### config.mk
export PLATFORM = sky130hd
export DESIGN_NAME = mem_port_arbiter
export DESIGN_NICKNAME = d
export VERILOG_FILES = /design/src/rtl/mem_arb_pkg.sv /design/src/rtl/mem_port_arbiter_pick.sv /design/src/rtl/mem_port_arbiter.sv
export SDC_FILE = /design/constraint.sdc
export NUM_CORES = 1
export LEC_CHECK = 0
export BUFFER_PORTS_ARGS = -buffer_cell sky130_fd_sc_hd__buf_2
export CAP_MARGIN = 25
export CELL_PAD_IN_SITES_DETAIL_PLACEMENT = 0
export CELL_PAD_IN_SITES_GLOBAL_PLACEMENT = 1
export CORE_MARGIN = 1
export CORE_UTILIZATION = 33
export DETAILED_ROUTE_END_ITERATION = 6
export PLACE_DENSITY = 0.85
export SYNTH_ARGS = -nofsm -noshare
export SYNTH_HDL_FRONTEND = slang
export SYNTH_HIERARCHICAL = 1
export SYNTH_SLANG_ARGS = --single-unit
### constraint.sdc
create_clock -name clk -period 1.9 [get_ports clk]
set_input_delay 0.285 -clock clk [delete_from_list [all_inputs] [get_ports clk]]
set_output_delay 0.285 -clock clk [all_outputs]
set_load 0.05 [all_outputs]
### src/rtl/mem_arb_pkg.sv
// Shared types and widths for the memory-port arbiter and its round-robin picker.
package mem_arb_pkg;

  localparam int unsigned ADDR_W = 32;
  localparam int unsigned DATA_W = 8;
  localparam int unsigned CNT_W  = 16;

  typedef enum logic [1:0] {
    IDLE,
    ISSUE,
    WAIT_START,
    WAIT_DONE
  } state_t;

  typedef struct packed {
    logic              we;
    logic [ADDR_W-1:0] addr;
    logic [DATA_W-1:0] wdata;
  } mem_cmd_t;

  function automatic int unsigned id_w(input int unsigned n);
    if (n <= 1) return 1;
    return $unsigned($clog2(n));
  endfunction

endpackage

### src/rtl/mem_port_arbiter_pick.sv
// Combinational round-robin pick: first set request at or above ptr, with wrap.
module mem_rr_pick
  import mem_arb_pkg::*;
#(
  parameter int unsigned NUM_REQ = 2,
  parameter int unsigned ID_W    = id_w(NUM_REQ)
) (
  input  logic [NUM_REQ-1:0] req,
  input  logic [ID_W-1:0]    ptr,
  output logic [NUM_REQ-1:0] grant,
  output logic [ID_W-1:0]    id,
  output logic               any
);

  logic [ID_W-1:0] idx;

  always_comb begin
    grant = '0;
    id    = '0;
    any   = 1'b0;
    idx   = '0;
    for (int unsigned k = 0; k < NUM_REQ; k++) begin
      idx = ID_W'((32'(ptr) + k) % NUM_REQ);
      if (!any && req[idx]) begin
        grant[idx] = 1'b1;
        id         = idx;
        any        = 1'b1;
      end
    end
  end

endmodule

### src/rtl/mem_port_arbiter.sv
// Round-robin arbiter sharing one byte-wide memory command port among NUM_REQ
// requesters; one transaction in flight, completion pulse routed to its owner.
module mem_port_arbiter
  import mem_arb_pkg::*;
#(
  parameter int unsigned NUM_REQ     = 2,
  parameter int unsigned TIMEOUT_CYC = 255
) (
  input  logic                      clk,
  input  logic                      reset,
  input  logic [NUM_REQ-1:0]        req_valid,
  input  logic [NUM_REQ-1:0]        req_we,
  input  logic [NUM_REQ*ADDR_W-1:0] req_addr,
  input  logic [NUM_REQ*DATA_W-1:0] req_wdata,
  output logic [NUM_REQ-1:0]        req_ready,
  output logic [NUM_REQ-1:0]        rsp_valid,
  output logic [DATA_W-1:0]         rsp_rdata,
  output logic                      rsp_err,
  output logic [ADDR_W-1:0]         addr,
  output logic                      wr_req,
  output logic                      rd_req,
  output logic [DATA_W-1:0]         wdata,
  input  logic [DATA_W-1:0]         rdata,
  input  logic                      busy,
  input  logic                      rd_rdy
);

  localparam int unsigned     ID_W     = id_w(NUM_REQ);
  localparam logic [CNT_W-1:0] CNT_LAST = CNT_W'(TIMEOUT_CYC - 1);
  localparam logic [ID_W-1:0]  ID_LAST  = ID_W'(NUM_REQ - 1);

  state_t              state_q, state_d;
  logic [ID_W-1:0]     ptr_q, ptr_d;
  logic [ID_W-1:0]     id_q, id_d;
  logic                we_q, we_d;
  logic [ADDR_W-1:0]   addr_q, addr_d;
  logic [DATA_W-1:0]   wdata_q, wdata_d;
  logic                wr_req_q, wr_req_d;
  logic                rd_req_q, rd_req_d;
  logic [CNT_W-1:0]    cnt_q, cnt_d;
  logic                rd_seen_q, rd_seen_d;
  logic [DATA_W-1:0]   cap_q, cap_d;
  logic [NUM_REQ-1:0]  rsp_valid_q, rsp_valid_d;
  logic [DATA_W-1:0]   rsp_rdata_q, rsp_rdata_d;
  logic                rsp_err_q, rsp_err_d;

  logic [NUM_REQ-1:0]  pick_grant;
  logic [ID_W-1:0]     pick_id;
  logic                pick_any;
  mem_cmd_t            sel_cmd;
  logic                fin_ok, fin_abort;

  mem_rr_pick #(
    .NUM_REQ (NUM_REQ),
    .ID_W    (ID_W)
  ) u_pick (
    .req   (req_valid),
    .ptr   (ptr_q),
    .grant (pick_grant),
    .id    (pick_id),
    .any   (pick_any)
  );

  // Mux out the winning requester's command fields
  always_comb begin
    sel_cmd = '0;
    for (int unsigned i = 0; i < NUM_REQ; i++) begin
      if (pick_id == ID_W'(i)) begin
        sel_cmd.we    = req_we[i];
        sel_cmd.addr  = req_addr[i*ADDR_W +: ADDR_W];
        sel_cmd.wdata = req_wdata[i*DATA_W +: DATA_W];
      end
    end
  end

  always_comb begin
    state_d     = state_q;
    ptr_d       = ptr_q;
    id_d        = id_q;
    we_d        = we_q;
    addr_d      = addr_q;
    wdata_d     = wdata_q;
    cnt_d       = cnt_q;
    rd_seen_d   = rd_seen_q;
    cap_d       = cap_q;
    wr_req_d    = 1'b0;
    rd_req_d    = 1'b0;
    rsp_valid_d = '0;
    rsp_rdata_d = '0;
    rsp_err_d   = 1'b0;
    fin_ok      = 1'b0;
    fin_abort   = 1'b0;

    case (state_q)
      IDLE: begin
        if (pick_any) begin
          id_d     = pick_id;
          we_d     = sel_cmd.we;
          addr_d   = sel_cmd.addr;
          wdata_d  = sel_cmd.wdata;
          ptr_d    = (pick_id == ID_LAST) ? '0 : pick_id + ID_W'(1);
          wr_req_d = sel_cmd.we;
          rd_req_d = !sel_cmd.we;
          state_d  = ISSUE;
        end
      end
      ISSUE: begin
        cnt_d     = '0;
        rd_seen_d = 1'b0;
        cap_d     = '0;
        state_d   = WAIT_START;
      end
      WAIT_START: begin
        if (rd_rdy) begin
          rd_seen_d = 1'b1;
          cap_d     = rdata;
        end
        if (busy) begin
          cnt_d   = '0;
          state_d = WAIT_DONE;
        end else if (cnt_q == CNT_LAST) begin
          fin_abort = 1'b1;
        end else begin
          cnt_d = cnt_q + CNT_W'(1);
        end
      end
      WAIT_DONE: begin
        if (rd_rdy) begin
          rd_seen_d = 1'b1;
          cap_d     = rdata;
        end
        // Read data may land in the very cycle busy drops
        if (!busy && (we_q || rd_seen_q || rd_rdy)) begin
          fin_ok = 1'b1;
        end else if (cnt_q == CNT_LAST) begin
          fin_abort = 1'b1;
        end else begin
          cnt_d = cnt_q + CNT_W'(1);
        end
      end
      default: state_d = IDLE;
    endcase

    if (fin_ok || fin_abort) begin
      state_d     = IDLE;
      rsp_valid_d = NUM_REQ'(1) << id_q;
      rsp_err_d   = fin_abort;
      rsp_rdata_d = (fin_abort || we_q) ? '0 : (rd_rdy ? rdata : cap_q);
    end
  end

  always_ff @(posedge clk) begin
    if (!reset) begin
      state_q     <= IDLE;
      ptr_q       <= '0;
      id_q        <= '0;
      we_q        <= 1'b0;
      addr_q      <= '0;
      wdata_q     <= '0;
      wr_req_q    <= 1'b0;
      rd_req_q    <= 1'b0;
      cnt_q       <= '0;
      rd_seen_q   <= 1'b0;
      cap_q       <= '0;
      rsp_valid_q <= '0;
      rsp_rdata_q <= '0;
      rsp_err_q   <= 1'b0;
    end else begin
      state_q     <= state_d;
      ptr_q       <= ptr_d;
      id_q        <= id_d;
      we_q        <= we_d;
      addr_q      <= addr_d;
      wdata_q     <= wdata_d;
      wr_req_q    <= wr_req_d;
      rd_req_q    <= rd_req_d;
      cnt_q       <= cnt_d;
      rd_seen_q   <= rd_seen_d;
      cap_q       <= cap_d;
      rsp_valid_q <= rsp_valid_d;
      rsp_rdata_q <= rsp_rdata_d;
      rsp_err_q   <= rsp_err_d;
    end
  end

  // Grants are meaningless while reset is asserted, so hide them
  assign req_ready = (reset && state_q == IDLE) ? pick_grant : '0;
  assign rsp_valid = rsp_valid_q;
  assign rsp_rdata = rsp_rdata_q;
  assign rsp_err   = rsp_err_q;
  assign addr      = addr_q;
  assign wr_req    = wr_req_q;
  assign rd_req    = rd_req_q;
  assign wdata     = wdata_q;

endmodule

==> results of run 1 <==
-- metal layers --
metal / routed length, µm / vias up
li1: - / 1786
met1: 4280 / 1659
met2: 4620 / 114
met3: 666 / 12
met4: 161 / 0
met5: 0 / -
-- power groups by stage --
| stage | Combinational (mW) | Clock (mW) | Sequential [mW] |
|---|---|---|---|
| global route | 3.63 | 2.01 | 2.41 |
| finish | 3.38 | 1.90 | 2.35 |
| CTS | 3.28 | 1.94 | 2.35 |
| detailed placement | 3.27 | 0 | 2.38 |
| global placement | 3.20 | 0 | 2.36 |
| floorplan | 1.36 | 0 | 3.44 |
-- synth_stat cells (8+ instances only) --
library cell	n	area, µm²
or4_1	10	75.1
a22oi_1	8	60.1
nor3_1	11	55.1
buf_2	8	40.0
dfxtp_1	83	1660
inv_1	8	30.0
o31ai_1	12	90.1
mux2i_1	51	510
nor2b_1	11	68.8
a21oi_1	18	90.1
clkbuf_1	19	71.3
nand2_1	51	191
o211a_1	41	410
-- path summary, 6_finish.rpt --
kind	from	endpoint	slack, ps
max reg2reg	state_q[0]$_SDFFE_PP0P_	cnt_q[13]$_SDFFE_PN0P_	110
min reg2reg	id_q$_SDFFE_PN0P_	rsp_valid[1]$_SDFF_PN0_	480
min	rdata[7]	cap_q[7]$_SDFFE_PN0P_	240
max	state_q[0]$_SDFFE_PP0P_	cnt_q[13]$_SDFFE_PN0P_	110
-- metrics by stage --
stage | hold WS [ps] | power (mW) | instances | util [%] | setup TNS (ps)
global placement | 472 | 5.56 | 678 | 41.9 | 0
detailed placement | 477 | 5.65 | 678 | 41.9 | -8.99
CTS | 235 | 7.57 | 694 | 44.8 | 0
floorplan | 420 | 4.80 | 405 | - | 0
finish | 238 | 7.63 | 696 | 45.1 | 0
global route | 263 | 8.05 | 696 | 45.1 | -28.9
-- sequential cells by signal, indices dropped and copies added (netlist names) --
signal / cells
rsp_rdata: 8
rd_req: 1
state_q: 2
wr_req: 1
ptr_q: 1
rsp_err: 1
wdata: 8
rsp_valid: 2
cap_q: 8
cnt_q: 16
addr: 32
we_q: 1
rd_seen_q: 1
id_q: 1
-- worst max-delay path, delay by kind of cell, from the launching register on --
| family | cells | cell delay [ps] |
|---|---|---|
| AO/OA/AOI/OAI | 2 | 250 |
| adder cells (fa/ha/maj) | 1 | 310 |
| buffers and inverters | 1 | 200 |
| flip-flops | 1 | 340 |
| AND/OR/NAND/NOR | 2 | 620 |
-- timing repair --
action,in CTS,in global routing
resized for setup,1,7
hold buffers,0,0
endpoints found under the setup margin,6,17
setup buffers,0,2
-- final cells by class --
cell class                      instances  share of cell area (%)
Clock inverter                          6                    1.68
Sequential cell                        83                    32.0
Timing Repair Buffer                  162                    16.8
Inverter                                8                   0.578
Clock buffer                           10                    4.60
Multi-Input combinational cell        284                    40.9
Tap cell                              143                    3.44
-- cells by family (layout without fill, tap and decap cells) --
logic type	after synthesis	count (layout)	synth area share [%]
buf+inv	38	186	4.36
flops	83	83	42.3
compound gates	99	99	20.2
fa+ha+maj	7	7	2.23
mux	51	51	13.0
simple gates	127	127	17.9
==> flow_summary.json, run 1 <==
{
  "gr-max-usage-layer": "met2",
  "fin_crit_ps": 1790,
  "numPortBuffers": 150,
  "design_area_um2": 5200,
  "max-vdd-ir-drop_mv": 0.775,
  "setup.worst_path.end_class": "flip-flop",
  "ant_nets": 0,
  "leakage_nw": 2.59,
  "cp.required_ps": 2160,
  "seq_area_frac_synth_pct": 42.3,
  "netlist_area_um2": 3930,
  "drt-total-wl_um": 9730,
  "critPathSlowestCell": "or4b_1",
  "fin_skew_ps": 9.42,
  "final_cell_mix": "148 x buf_2, 81 x dfxtp_1, 51 x mux2i_1, 51 x nand2_1, 41 x o211a_1",
  "finalSetupViolCount": 0,
  "p_sw_mw": 3.22,
  "grt_pass1_vias": 3418,
  "seqCellArea_um2": 1660,
  "num_rows": 39,
  "worst_skew_pair.late_latency_ps": 340,
  "ys.flop_type": "dfxtp_1",
  "cellPowerDensity_nw_per_um2": 1470,
  "async_reset_ff_share_pct": 0,
  "ff2ff_path_depth": 6,
  "root_buffer": "clkbuf_16",
  "drive_above_1_share_pct": 35.3,
  "rsz0062_at_grt": "yes",
  "p_int_mw": 4.40,
  "switching_share_pct": 42.3,
  "timing.fmax_ghz": 0.558,
  "core_um2": 11500,
  "syn_nets": 508,
  "num_vias": 3571,
  "gp_congestion": 0.797,
  "tightest_slew_ps": 579,
  "status": "finished, violations left",
  "numCtsBuffers": 9,
  "viasPerCell": 5.13,
  "period_share_pct": 94.3,
  "antenna_cells": 0,
  "hp-class": "input port to flip-flop",
  "cp.arrival_ps": 2060,
  "htree_levels": 3,
  "fillers": 1100,
  "cts_num_sinks": 83,
  "grt_use_met3_pct": 3.88,
  "synth_edf_count": 0,
  "cpPeakStageDelay_ps": 460,
  "cts_buffer_depth": 2,
  "crit_fanout": 12,
  "drt_iter0_drc": 194,
  "dp_slack_ps": -6.74,
  "first_pass_iters": 6,
  "finalNetCount": 651,
  "route.detailed.drc": 2,
  "antenna_found_initial": 0,
  "overflow": 0,
  "grt_pass1_wl_um": 15900,
  "start_util_pct": 34.1,
  "ys_ff_latch": 83,
  "cap_violations": 0,
  "whs_path_depth": 3,
  "violations": "DRC",
  "cp-start-kind": "flip-flop",
  "die_w_um": 111,
  "die_h_um": 111,
  "seq_power_share_pct": 30.9,
  "grt_max_degree": 82,
  "slew_headroom_pct": 61.4,
  "report.final.slew_viol_count": 0,
  "layout_commonest_cell": "buf_2",
  "synth_cell_type_count": 45,
  "multi_input_area_um2": 2130,
  "area_delta_synth_final_pct": 32.4,
  "synthCells": 405,
  "ys_warn_count": 6,
  "use_met2_pct": 26.2,
  "cts_tree": "done",
  "critical_path.cell_chain": "ha_1 > nand2b_1 > o22ai_1 > buf_4 > or4b_1 > a21oi_1",
  "ios": 151,
  "layout_setup_ws_ps": 108,
  "grt_use_met1_pct": 19.1,
  "place_area_um2": 4830,
  "hold_violations": 0,
  "worstSetupPathType": "flip-flop to flip-flop",
  "track_usage_pct": 15.7,
  "postSynthAreaPerCell_um2": 9.70,
  "clk_pin_slew_ps": 70,
  "wl_per_cell_um": 14.0,
  "dp_hpwl_um": 7020,
  "die_area_um2": 12300,
  "power_frac_clock_pct": 24.9,
  "power_frac_comb_pct": 44.3
}
No activity file was read; power rests on OpenSTA's default activity.
==> inputs of run 2 (changes only) <==
==> constraint.sdc (replaced) <==
create_clock -name clk -period 1.9 [get_ports clk]
set_input_delay 0.19 -clock clk [delete_from_list [all_inputs] [get_ports clk]]
set_output_delay 0.19 -clock clk [all_outputs]
set_load 0.05 [all_outputs]
==> run 2 against run 1 <==
Against the previous run:
- critical endpoint is now cnt_q[10]$_SDFFE_PN0P_
- first-iteration DRC count is 10% lower
- non-clock buffer count down 1
- via count about the same
- final cell count down 0.14%
- combinational power barely moved
- clock power shrank 3%
- sequential power about the same
- the flow still finishes with violations (DRC)
- setup slack improved by 17 ps
==> flow_summary.json, run 2 (synthesis gave the netlist of run 1 again) <==
{
  "timing.fmax_ghz": 0.563,
  "critical_path.top_delay_family": "simple AND/OR/NAND/NOR gates",
  "numCtsBuffers": 9,
  "cap_violations": 0,
  "core_um2": 11500,
  "utilization_pct": 45.1,
  "start_util_pct": 34.1,
  "status": "finished, violations left",
  "wl_per_cell_um": 14.0,
  "die_w_um": 111,
  "grt_max_degree": 74,
  "htree_levels": 3,
  "fillers": 1115,
  "dp.cells": 679,
  "numPortBuffers": 150,
  "first_pass_iters": 6,
  "period_share_pct": 93.4,
  "viasPerCell": 5.14,
  "finalSetupViolCount": 0,
  "finalNetCount": 650,
  "post_cts_buffers": 0,
  "rsz0062_at_grt": "no",
  "slew_headroom_pct": 55.7,
  "violations": "DRC",
  "worst_skew_pair.late_latency_ps": 330,
  "design_area_um2": 5200,
  "cpPeakStageDelay_ps": 470,
  "timing.hold.ws_ps": 149,
  "die_area_um2": 12300,
  "ant_nets": 0,
  "critical_path.cell_chain": "inv_1 > ha_4 > o22ai_1 > buf_6 > or4_1 > a21oi_1",
  "die_h_um": 111,
  "antenna_found_initial": 0,
  "setup.worst_path.end_class": "flip-flop",
  "drt-total-wl_um": 9700,
  "leakage_nw": 2.58,
  "overflow": 0,
  "grt_pass1_wl_um": 16500,
  "num_rows": 39,
  "layout_commonest_cell": "buf_2",
  "tightest_slew_ps": 664,
  "root_buffer": "clkbuf_16",
  "place_area_um2": 4850,
  "report.final.slew_viol_count": 0,
  "final_cell_mix": "150 x buf_2, 81 x dfxtp_1, 51 x mux2i_1, 51 x nand2_1, 41 x o211a_1",
  "critPathSlowestCell": "or4_1",
  "dp_slack_ps": -10.7,
  "cts_buffer_depth": 2,
  "critPathBufInv": 2,
  "cts_hold_buf": 0,
  "layout_setup_ws_ps": 125,
  "cts_tree": "done",
  "cp-start-kind": "flip-flop",
  "cp.required_ps": 2160,
  "crit_fanout": 17,
  "drt_iter0_drc": 174,
  "dp_hpwl_um": 7210,
  "antenna_cells": 0,
  "num_vias": 3574,
  "ios": 151,
  "fin_cells": 695,
  "gp_congestion": 0.789,
  "cellPowerDensity_nw_per_um2": 1450,
  "route.detailed.drc": 2,
  "hp-class": "input port to flip-flop",
  "grt_pass1_vias": 3484,
  "worstSetupPathType": "flip-flop to flip-flop",
  "tns_ps": 0,
  "area_delta_synth_final_pct": 32.3,
  "fin_skew_ps": 7.13,
  "cts_num_sinks": 83,
  "hold_violations": 0,
  "clk_pin_slew_ps": 60,
  "max-vdd-ir-drop_mv": 0.700,
  "drive_above_1_share_pct": 35.1,
  "fin_crit_ps": 1780,
  "power_mw": 7.55,
  "cp.arrival_ps": 2040,
  "track_usage_pct": 16.4,
  "largest_register_ffs": 32
}
[run 2: changes by cell type in the layout (fill, tap and decap cells not counted), sizes merged]
cell	delta
buf	+1
clkbuf	-2
clkinvlp	+1
inv	-1
[run 2: metal layers]
metal | up-vias | track usage (%) | part of all wire, %
met1 | 1673 | 19.4 | 43
met3 | 11 | 4.21 | 5.9
met2 | 103 | 28.6 | 50
met4 | 0 | 5.68 | 1.5
met5 | - | 0 | 0
li1 | 1787 | - | -
[run 2: final timing paths]
kind                                start                      end  slack [ps]  depth (start not counted)
hold / removal                   rdata[7]    cap_q[7]$_SDFFE_PN0P_         150                          3
setup reg to reg  state_q[1]$_SDFFE_PP0P_   cnt_q[10]$_SDFFE_PN0P_         120                          6
hold reg to reg         id_q$_SDFFE_PN0P_  rsp_valid[1]$_SDFF_PN0_         470                          2
setup / recovery  state_q[1]$_SDFFE_PP0P_   cnt_q[10]$_SDFFE_PN0P_         120                          6
[run 2: what timing repair did]
action                     CTS  global route
setup endpoints to repair    5            13
resized for setup            1             7
pin swaps                    0             0
[run 2: final cells by class]
type	instances	area [µm²]	area share, %
flip-flops and latches	83	1660	32.0
clock inverters	6	90.1	1.73
inverters	8	30.0	0.578
repair buffers	161	875	16.8
clock buffers	10	229	4.41
multi-input cells	284	2130	41.0
well taps	143	179	3.44
[run 2: power breakdown]
| group | internal (mW) | total (mW) | leakage, nW | switching [mW] |
|---|---|---|---|---|
| Combinational | 1.06 | 3.35 | 1.74 | 2.28 |
| Sequential | 2.13 | 2.36 | 0.681 | 0.223 |
| Clock | 1.15 | 1.84 | 0.153 | 0.691 |
| Total | 4.35 | 7.55 | 2.58 | 3.20 |
[run 2: worst register-to-register path: stages (launching register included)]
cell and delay [ps]:
dfxtp_2 370, inv_1 110, ha_4 300, o22ai_1 110, buf_6 180, or4_1 480, a21oi_1 150
